**src/rtl/mem_if_pkg.sv**
```systemverilog
// Shared definitions for the Mini-SRC memory access controller:
// default widths, controller state encoding and read-latency limits.
package mem_if_pkg;

   localparam int ADDR_W_DEF   = 9;
   localparam int DATA_W_DEF   = 32;

   localparam int READ_LAT_MIN = 1;
   localparam int READ_LAT_MAX = 7;

   // Wide enough to hold READ_LATENCY-1 for the largest legal latency
   localparam int CNT_W        = $clog2(READ_LAT_MAX);

   typedef enum logic [1:0] {
      IDLE  = 2'd0,
      ISSUE = 2'd1,
      WAIT  = 2'd2,
      DONE  = 2'd3
   } memState_t;

endpackage

```
**src/rtl/mem_access_ctrl.sv**
```systemverilog
// Initiator-side memory interface: latches a single read/write request into
// MAR/MDR, drives the synchronous RAM port and pulses done on completion.
module mem_access_ctrl
   import mem_if_pkg::*;
#(
   parameter int ADDR_W       = ADDR_W_DEF,
   parameter int DATA_W       = DATA_W_DEF,
   parameter int READ_LATENCY = 1
)(
   input  logic              clock,
   input  logic              clear,
   input  logic              req,
   input  logic              req_write,
   input  logic [ADDR_W-1:0] req_addr,
   input  logic [DATA_W-1:0] req_data,
   output logic              busy,
   output logic              done,
   output logic [DATA_W-1:0] rd_data,
   output logic              ram_read,
   output logic              ram_write,
   output logic [ADDR_W-1:0] ram_address,
   output logic [DATA_W-1:0] ram_data_in,
   input  logic [DATA_W-1:0] ram_data_out
);

   localparam logic [CNT_W-1:0] LAT_RELOAD = CNT_W'(READ_LATENCY - 1);

   memState_t          r_state;
   memState_t          w_nextState;
   logic [ADDR_W-1:0]  r_mar;
   logic [DATA_W-1:0]  r_mdr;
   logic               r_isWrite;
   logic [CNT_W-1:0]   r_count;
   logic [DATA_W-1:0]  r_rdData;
   logic               w_countZero;

   assign w_countZero = (r_count == '0);

   always_ff @(posedge clock or posedge clear) begin
      if (clear) begin
         r_state <= IDLE;
      end else begin
         r_state <= w_nextState;
      end
   end

   always_comb begin
      w_nextState = r_state;
      case (r_state)
         IDLE:    if (req) w_nextState = ISSUE;
         ISSUE:   w_nextState = r_isWrite ? DONE : WAIT;
         WAIT:    if (w_countZero) w_nextState = DONE;
         DONE:    w_nextState = IDLE;
         default: w_nextState = IDLE;
      endcase
   end

   // Request latching, read-latency countdown and read-data capture
   always_ff @(posedge clock or posedge clear) begin
      if (clear) begin
         r_mar     <= '0;
         r_mdr     <= '0;
         r_isWrite <= 1'b0;
         r_count   <= '0;
         r_rdData  <= '0;
      end else begin
         case (r_state)
            IDLE: begin
               if (req) begin
                  r_mar     <= req_addr;
                  r_mdr     <= req_data;
                  r_isWrite <= req_write;
               end
            end
            ISSUE: begin
               if (!r_isWrite) r_count <= LAT_RELOAD;
            end
            WAIT: begin
               if (w_countZero) begin
                  r_rdData <= ram_data_out;
               end else begin
                  r_count <= r_count - 1'b1;
               end
            end
            default: ;
         endcase
      end
   end

   // RAM strobes come only from the state register so a clear kills them at once
   assign busy        = (r_state != IDLE);
   assign done        = (r_state == DONE);
   assign ram_read    = (r_state == ISSUE) && !r_isWrite;
   assign ram_write   = (r_state == ISSUE) &&  r_isWrite;
   assign ram_address = r_mar;
   assign ram_data_in = r_mdr;
   assign rd_data     = r_rdData;

endmodule

```
**config.mk**
```make
export PLATFORM = sky130hd
export DESIGN_NAME = mem_access_ctrl
export DESIGN_NICKNAME = d
export VERILOG_FILES = /design/src/rtl/mem_if_pkg.sv /design/src/rtl/mem_access_ctrl.sv
export SDC_FILE = /design/constraint.sdc
export NUM_CORES = 1
export LEC_CHECK = 0
export ABC_CLOCK_PERIOD_IN_PS = 2050
export CORE_MARGIN = 4
export CORE_UTILIZATION = 37
export DETAILED_ROUTE_END_ITERATION = 10
export MAX_ROUTING_LAYER = met4
export PLACE_DENSITY = 0.77
export SYNTH_ARGS = -nofsm -noshare
export SYNTH_HDL_FRONTEND = slang
export SYNTH_SLANG_ARGS = --single-unit
```
**constraint.sdc**
```tcl
create_clock -name clock -period 2.05 [get_ports clock]
set_input_delay 0.205 -clock clock [delete_from_list [all_inputs] [get_ports clock]]
set_output_delay 0.205 -clock clock [all_outputs]
set_load 0.02 [all_outputs]
```
==> qor.yml, run 1 <==
rows: 33
gp_congestion: 0.714
dp.final_hpwl_mm: 5.91
critical_path_class: "flip-flop to output pin"
cts_max_level: 3
tightest_slew_ps: 492
clk_latency_ps: 340
globalRouteTotalUtil_pct: 15.8
cts_root_buf: "clkbuf_8"
antenna_found_initial: 0
overflow: 0
rrSetupSlack_ps: 410
clockPowerShare_pct: 14.9
vdd_drop_max_uv: 887
crit_fanout: 5
clock-sinks: 79
dp.cells: 456
diodes: 0
grt_max_degree: 43
post_synth.cell_area_avg_um2: 16.3
drt_iter0_drc: 52
highest_layer: "met4"
ys_ff_latch: 79
grt_pass1_wl_mm: 12.2
ys_seq_area_share_pct: 60.7
setup_violations: 0
fin_util_pct: 61.9
worstReg2RegStart: "r_state[0]$_DFFE_PP0P_"
drc: 0
fp.dieH_um: 102
cts_buffer_depth: 2
finalSetupTns_ps: 0
arrival_ps: 1590
fmax_mhz: 557
wire_per_inst_um: 16.4
grt_pass1_vias: 2416
p_leak_nw: 2.30
cts_tree: "built"
rsz0062_at_grt: "false"
comb_power_share_pct: 53.2
route.met2.wl_mm: 3.87
slew_violations: 0
switching_share_pct: 34.8
stdcell_count: 472
r2r_end: "rd_data[18]$_DFFE_PP0P_"
dp_slack_ps: 210
fin_nets: 446
firstDrtPassIters: 4
cell_internal_pwr_mw: 5.70
end_kind: "output pin"
status: "complete, no violations"
crit_required_ps: 1850
drt-met1-wl_mm: 3.12
dieArea_um2: 10400
cts_setup_buffers: 0
port_buffers: 153
io_pins: 154
path_clk_slew_ps: 90
layout_setup_ws_ps: 256
syn_area_um2: 3260
synthesis.nets: 284
timing.max_cap.violations: 0
min_path_type: "input port to asynchronous set/reset pin"
r2r.worst_path.cells: 5
drive_gt1_share_pct: 27.5
yosys_warnings: 0
synthCells: 200
drt-total-wl_mm: 7.76
crit_path_start_kind: "flip-flop"
hold_buffers: 0
ant_nets: 0
cts_buffers: 9
min_period_over_period_pct: 87.5
p_seq_share_pct: 31.9
syn_to_final_growth_pct: 59.3
fin_worst_skew_ps: 13.5
hold_viol: 0
synth_cell_types: 23
timing.max_slew.rel_slack_pct: 67.1
p_per_area_nw_per_um2: 1690
layout_min_cycle_time_ps: 1790
routed-via-count: 2242
p_sw_mw: 3.05
vias_per_cell: 4.75
start_util_pct: 38.8
floorplan.die.width_um: 102
wl_met3_um: 552
core_area_um2: 8380
cp-startpoint: "r_state[1]$_DFFE_PP0P_"
-- power by group through the flow --
stage	combinational (mW)	sequential, mW	clock, mW
2_1_floorplan	1.75	3.70	0
6_report	4.65	2.79	1.30
3_3_place_gp	4.65	2.78	0
3_5_place_dp	4.73	2.82	0
4_1_cts	4.73	2.80	1.37
5_1_grt	4.93	2.90	1.42
-- layout make-up --
| cell class | count | area [um^2] |
|---|---|---|
| inverters | 7 | 30.0 |
| repair buffers | 159 | 1620 |
| flip-flops and latches | 79 | 1980 |
| multi-input cells | 106 | 1190 |
| clock buffers | 10 | 138 |
| fillers | 669 | 3200 |
| clock inverters | 6 | 92.6 |
| well taps | 105 | 131 |
-- cell families after synthesis --
kind of cell,after synthesis,synth area share (%)
and+or+nand+nor,15,2.84
AOI/OAI and AO/OA,9,1.88
adders and majority gates,7,2.69
buffers and inverters,15,2.69
DFF,79,60.7
muxes,75,29.2
-- state kept, by name, indices dropped and copies added (netlist names) --
name / cells
ram_data_in: 32
rd_data: 32
ram_address: 9
r_count: 3
r_state: 2
r_isWrite: 1
-- cells in the mapped netlist --
| library cell | instances | area, um^2 |
|---|---|---|
| nand3b_4 | 1 | 20.0 |
| nand4_1 | 1 | 6.26 |
| or4_1 | 1 | 7.51 |
| nor2b_1 | 2 | 12.5 |
| nand4b_1 | 1 | 8.76 |
| o211a_1 | 1 | 10.0 |
| a2bb2oi_1 | 1 | 8.76 |
| nand2b_1 | 1 | 6.26 |
| a211oi_1 | 1 | 7.51 |
| nor2_1 | 2 | 7.51 |
| ha_1 | 7 | 87.6 |
| inv_1 | 7 | 26.3 |
| nand2_1 | 5 | 18.8 |
| buf_4 | 1 | 7.51 |
| a21oi_1 | 1 | 5.00 |
| buf_6 | 3 | 33.8 |
| o211ai_1 | 2 | 15.0 |
| mux2_4 | 28 | 420 |
| dfrtp_1 | 79 | 1980 |
| buf_2 | 4 | 20.0 |
| nor3_1 | 1 | 5.00 |
| o21ai_0 | 3 | 15.0 |
| mux2_2 | 47 | 529 |
-- critical path, stage by stage, from the launching register on --
cell	delay [ps]
dfrtp_1	430
inv_1	120
ha_1	220
nor2b_1	140
dlygate4sd2_1	340
-- per-stage QoR --
| step | hold slack, ps | cell area, um^2 | power (mW) |
|---|---|---|---|
| after CTS | 228 | 5190 | 8.90 |
| after global placement | 486 | 4960 | 7.43 |
| after global routing | 256 | 5180 | 9.25 |
| final | 233 | 5180 | 8.75 |
| after detailed placement | 492 | 4960 | 7.56 |
| after floorplan | 354 | 3260 | 5.44 |
-- how the worst max path moves through the flow --
stage / slack [ps] / end / depth (start not counted)
after floorplan: 500 / r_count[2]$_DFFE_PP0P_ / 6
after CTS: 60 / busy / 4
after detailed placement: 210 / ram_write / 5
after global routing: 110 / ram_read / 4
after global placement: 270 / ram_write / 5
final: 260 / ram_read / 4
-- metal layers --
metal / GRT usage [%] / up-vias
li1: - / 1027
met1: 18.6 / 1100
met2: 25.9 / 95
met3: 3.37 / 20
met4: 6.95 / 0
met5: - / -
-- layout by cell type, fill, tap and decap left out, drive strengths merged --
cell and n:
nor3 1, nor2 2, o21ai 3, dfrtp 79, nand3b 1, o211ai 2, a21oi 1, nor2b 2
nand2 5, clkinv 1, nand4 1, clkbuf 11, a211oi 1, a2bb2oi 1, clkdlybuf4s50 150, bufinv 2
ha 7, dlygate4sd2 1, o211a 1, mux2 75, dlymetal6s2s 1, buf 6, inv 7, clkinvlp 3
or4 1, nand4b 1, nand2b 1
-- what timing repair did --
action,in CTS,in global routing
pin swaps,0,0
gates resized for setup,2,3
endpoints found under the setup margin,2,2
No activity file was read; power rests on OpenSTA's default activity.
==> inputs of run 2 (changes only) <==
--- a/config.mk
+++ b/config.mk
@@ -6,7 +6,6 @@
 export NUM_CORES = 1
 export LEC_CHECK = 0
 export ABC_CLOCK_PERIOD_IN_PS = 2050
-export CORE_MARGIN = 4
 export CORE_UTILIZATION = 37
 export DETAILED_ROUTE_END_ITERATION = 10
 export MAX_ROUTING_LAYER = met4
==> qor.yml, run 2 (synthesis gave the netlist of run 1 again) <==
floorplan.die.width_um: 95.8  # was 102 um
clock-sinks: 79  # unchanged
overflow: 0  # unchanged
min_period_over_period_pct: 91.6  # was 87.5%
worst_hold_slack_ps: 293  # was 233 ps
port_buffers: 153  # unchanged
drt-total-wl_mm: 7.25  # was 7.76 mm
min_path_type: "input port to asynchronous set/reset pin"  # unchanged
fp.dieH_um: 95.8  # was 102 um
start_util_pct: 38.8  # unchanged
hold_buffers: 0  # unchanged
p_leak_nw: 2.27  # was 2.30 nW
setup_violations: 0  # unchanged
antenna_found_initial: 0  # unchanged
cts_tree: "built"  # unchanged
io_pins: 154  # unchanged
drt_iter0_drc: 38  # was 52
crit_required_ps: 1850  # about the same
timing.max_cap.violations: 0  # unchanged
grt_max_degree: 80  # was 43
timing.max_slew.rel_slack_pct: 70.8  # was 67.1%
finalSetupTns_ps: 0  # unchanged
p_per_area_nw_per_um2: 1670  # was 1690 nW/um^2
dieArea_um2: 9180  # was 10400 um^2
tightest_slew_ps: 438  # was 492 ps
worstReg2RegStart: "r_state[0]$_DFFE_PP0P_"  # unchanged
drc: 0  # unchanged
vdd_drop_max_uv: 726  # was 887 uV
fmax_mhz: 533  # was 557 MHz
layout_commonest_cell: "clkdlybuf4s50_1"  # unchanged
cts_setup_buffers: 0  # unchanged
fin_util_pct: 61.0  # was 61.9%
syn_to_final_growth_pct: 57.0  # was 59.3%
fin_worst_skew_ps: 14.9  # was 13.5 ps
cts_root_buf: "clkbuf_8"  # unchanged
diodes: 0  # unchanged
dp_slack_ps: 235  # was 210 ps
layout_setup_ws_ps: 172  # was 256 ps
arrival_ps: 1670  # was 1590 ps
gp_congestion: 0.799  # was 0.714
cts_max_level: 3  # unchanged
routed-via-count: 2200  # was 2242
dp.cells: 455  # was 456
grt_pass1_wl_mm: 11.2  # was 12.2 mm
globalRouteTotalUtil_pct: 17.0  # was 15.8%
hold_viol: 0  # unchanged
grt_pass1_vias: 2207  # was 2416
path_clk_slew_ps: 90  # about the same
most-common-layout-cells: "150 x clkdlybuf4s50_1, 79 x dfrtp_1, 47 x mux2_2"  # unchanged
wire_per_inst_um: 15.4  # was 16.4 um
dp.final_hpwl_mm: 5.16  # was 5.91 mm
layout_min_cycle_time_ps: 1880  # was 1790 ps
drive_gt1_share_pct: 26.6  # was 27.5%
slew_violations: 0  # unchanged
clk_latency_ps: 350  # was 340 ps
firstDrtPassIters: 4  # unchanged
rows: 33  # unchanged
cts_buffer_depth: 2  # unchanged
vias_per_cell: 4.69  # was 4.75
fillCellCount: 662  # was 669
fin_nets: 445  # was 446
cts_buffers: 9  # unchanged
status: "complete, no violations"  # unchanged
crit_path_start_kind: "flip-flop"  # unchanged
end_kind: "output pin"  # unchanged
stdcell_count: 469  # was 472
crit_fanout: 5  # unchanged
core_area_um2: 8380  # unchanged
ant_nets: 0  # unchanged
cp-startpoint: "r_state[1]$_DFFE_PP0P_"  # unchanged
rsz0062_at_grt: "false"  # unchanged
critical_path_class: "flip-flop to output pin"  # unchanged
[run 2: routing by layer]
layer  wire length (um)  up-vias  part of all wire (%)  GRT usage (%)
li1                   -     1023                     -              -
met1               3140     1081                    43           21.1
met2               3540       86                    49           26.3
met3                459       10                   6.3           4.50
met4                106        0                   1.5           7.46
met5                  0        -                     0              -
[run 2: per-stage QoR]
step	instance area, um^2	power (mW)
floorplan	3260	5.44
global placement	4930	7.37
detailed placement	4930	7.49
CTS	5110	8.65
global route	5110	9.03
finish	5110	8.53
[run 2: worst max-delay path, cell delays in order, from the launching register on]
cell,delay (ps)
dfrtp_1,430
inv_1,120
ha_1,210
nand2_1,120
inv_1,140
clkdlybuf4s15_1,320
[run 2: report_power, final]
group          internal (mW)  switching (mW)
Combinational           2.60            2.03
Clock                  0.579           0.548
Sequential              2.36           0.417
Total                   5.54            2.99
[run 2: timing repair]
action | CTS | global route
gates cloned | 0 | 0
setup endpoints to repair | 2 | 2
resized for setup | 2 | 2
[run 2: final timing paths]
path,to,slack [ps],cells past startpoint
worst min-delay path,rd_data[19]$_DFFE_PP0P_,290,3
worst max register to register,rd_data[25]$_DFFE_PP0P_,320,5
worst max-delay path,ram_write,170,5
max in group asynchronous,rd_data[27]$_DFFE_PP0P_,1370,3
min in group clock,rd_data[7]$_DFFE_PP0P_,460,2
worst min register to register,ram_data_in[15]$_DFFE_PP0P_,510,1
[run 2: cell type report]
| class | count | area [um^2] | share of cell area (%) |
|---|---|---|---|
| clock buffer | 10 | 138 | 2.69 |
| inverter | 7 | 30.0 | 0.587 |
| clock inverter | 4 | 47.5 | 0.930 |
| timing repair buffer | 158 | 1600 | 31.2 |
| multi-input combinational | 106 | 1190 | 23.3 |
| sequential | 79 | 1980 | 38.7 |
| tap | 105 | 131 | 2.57 |
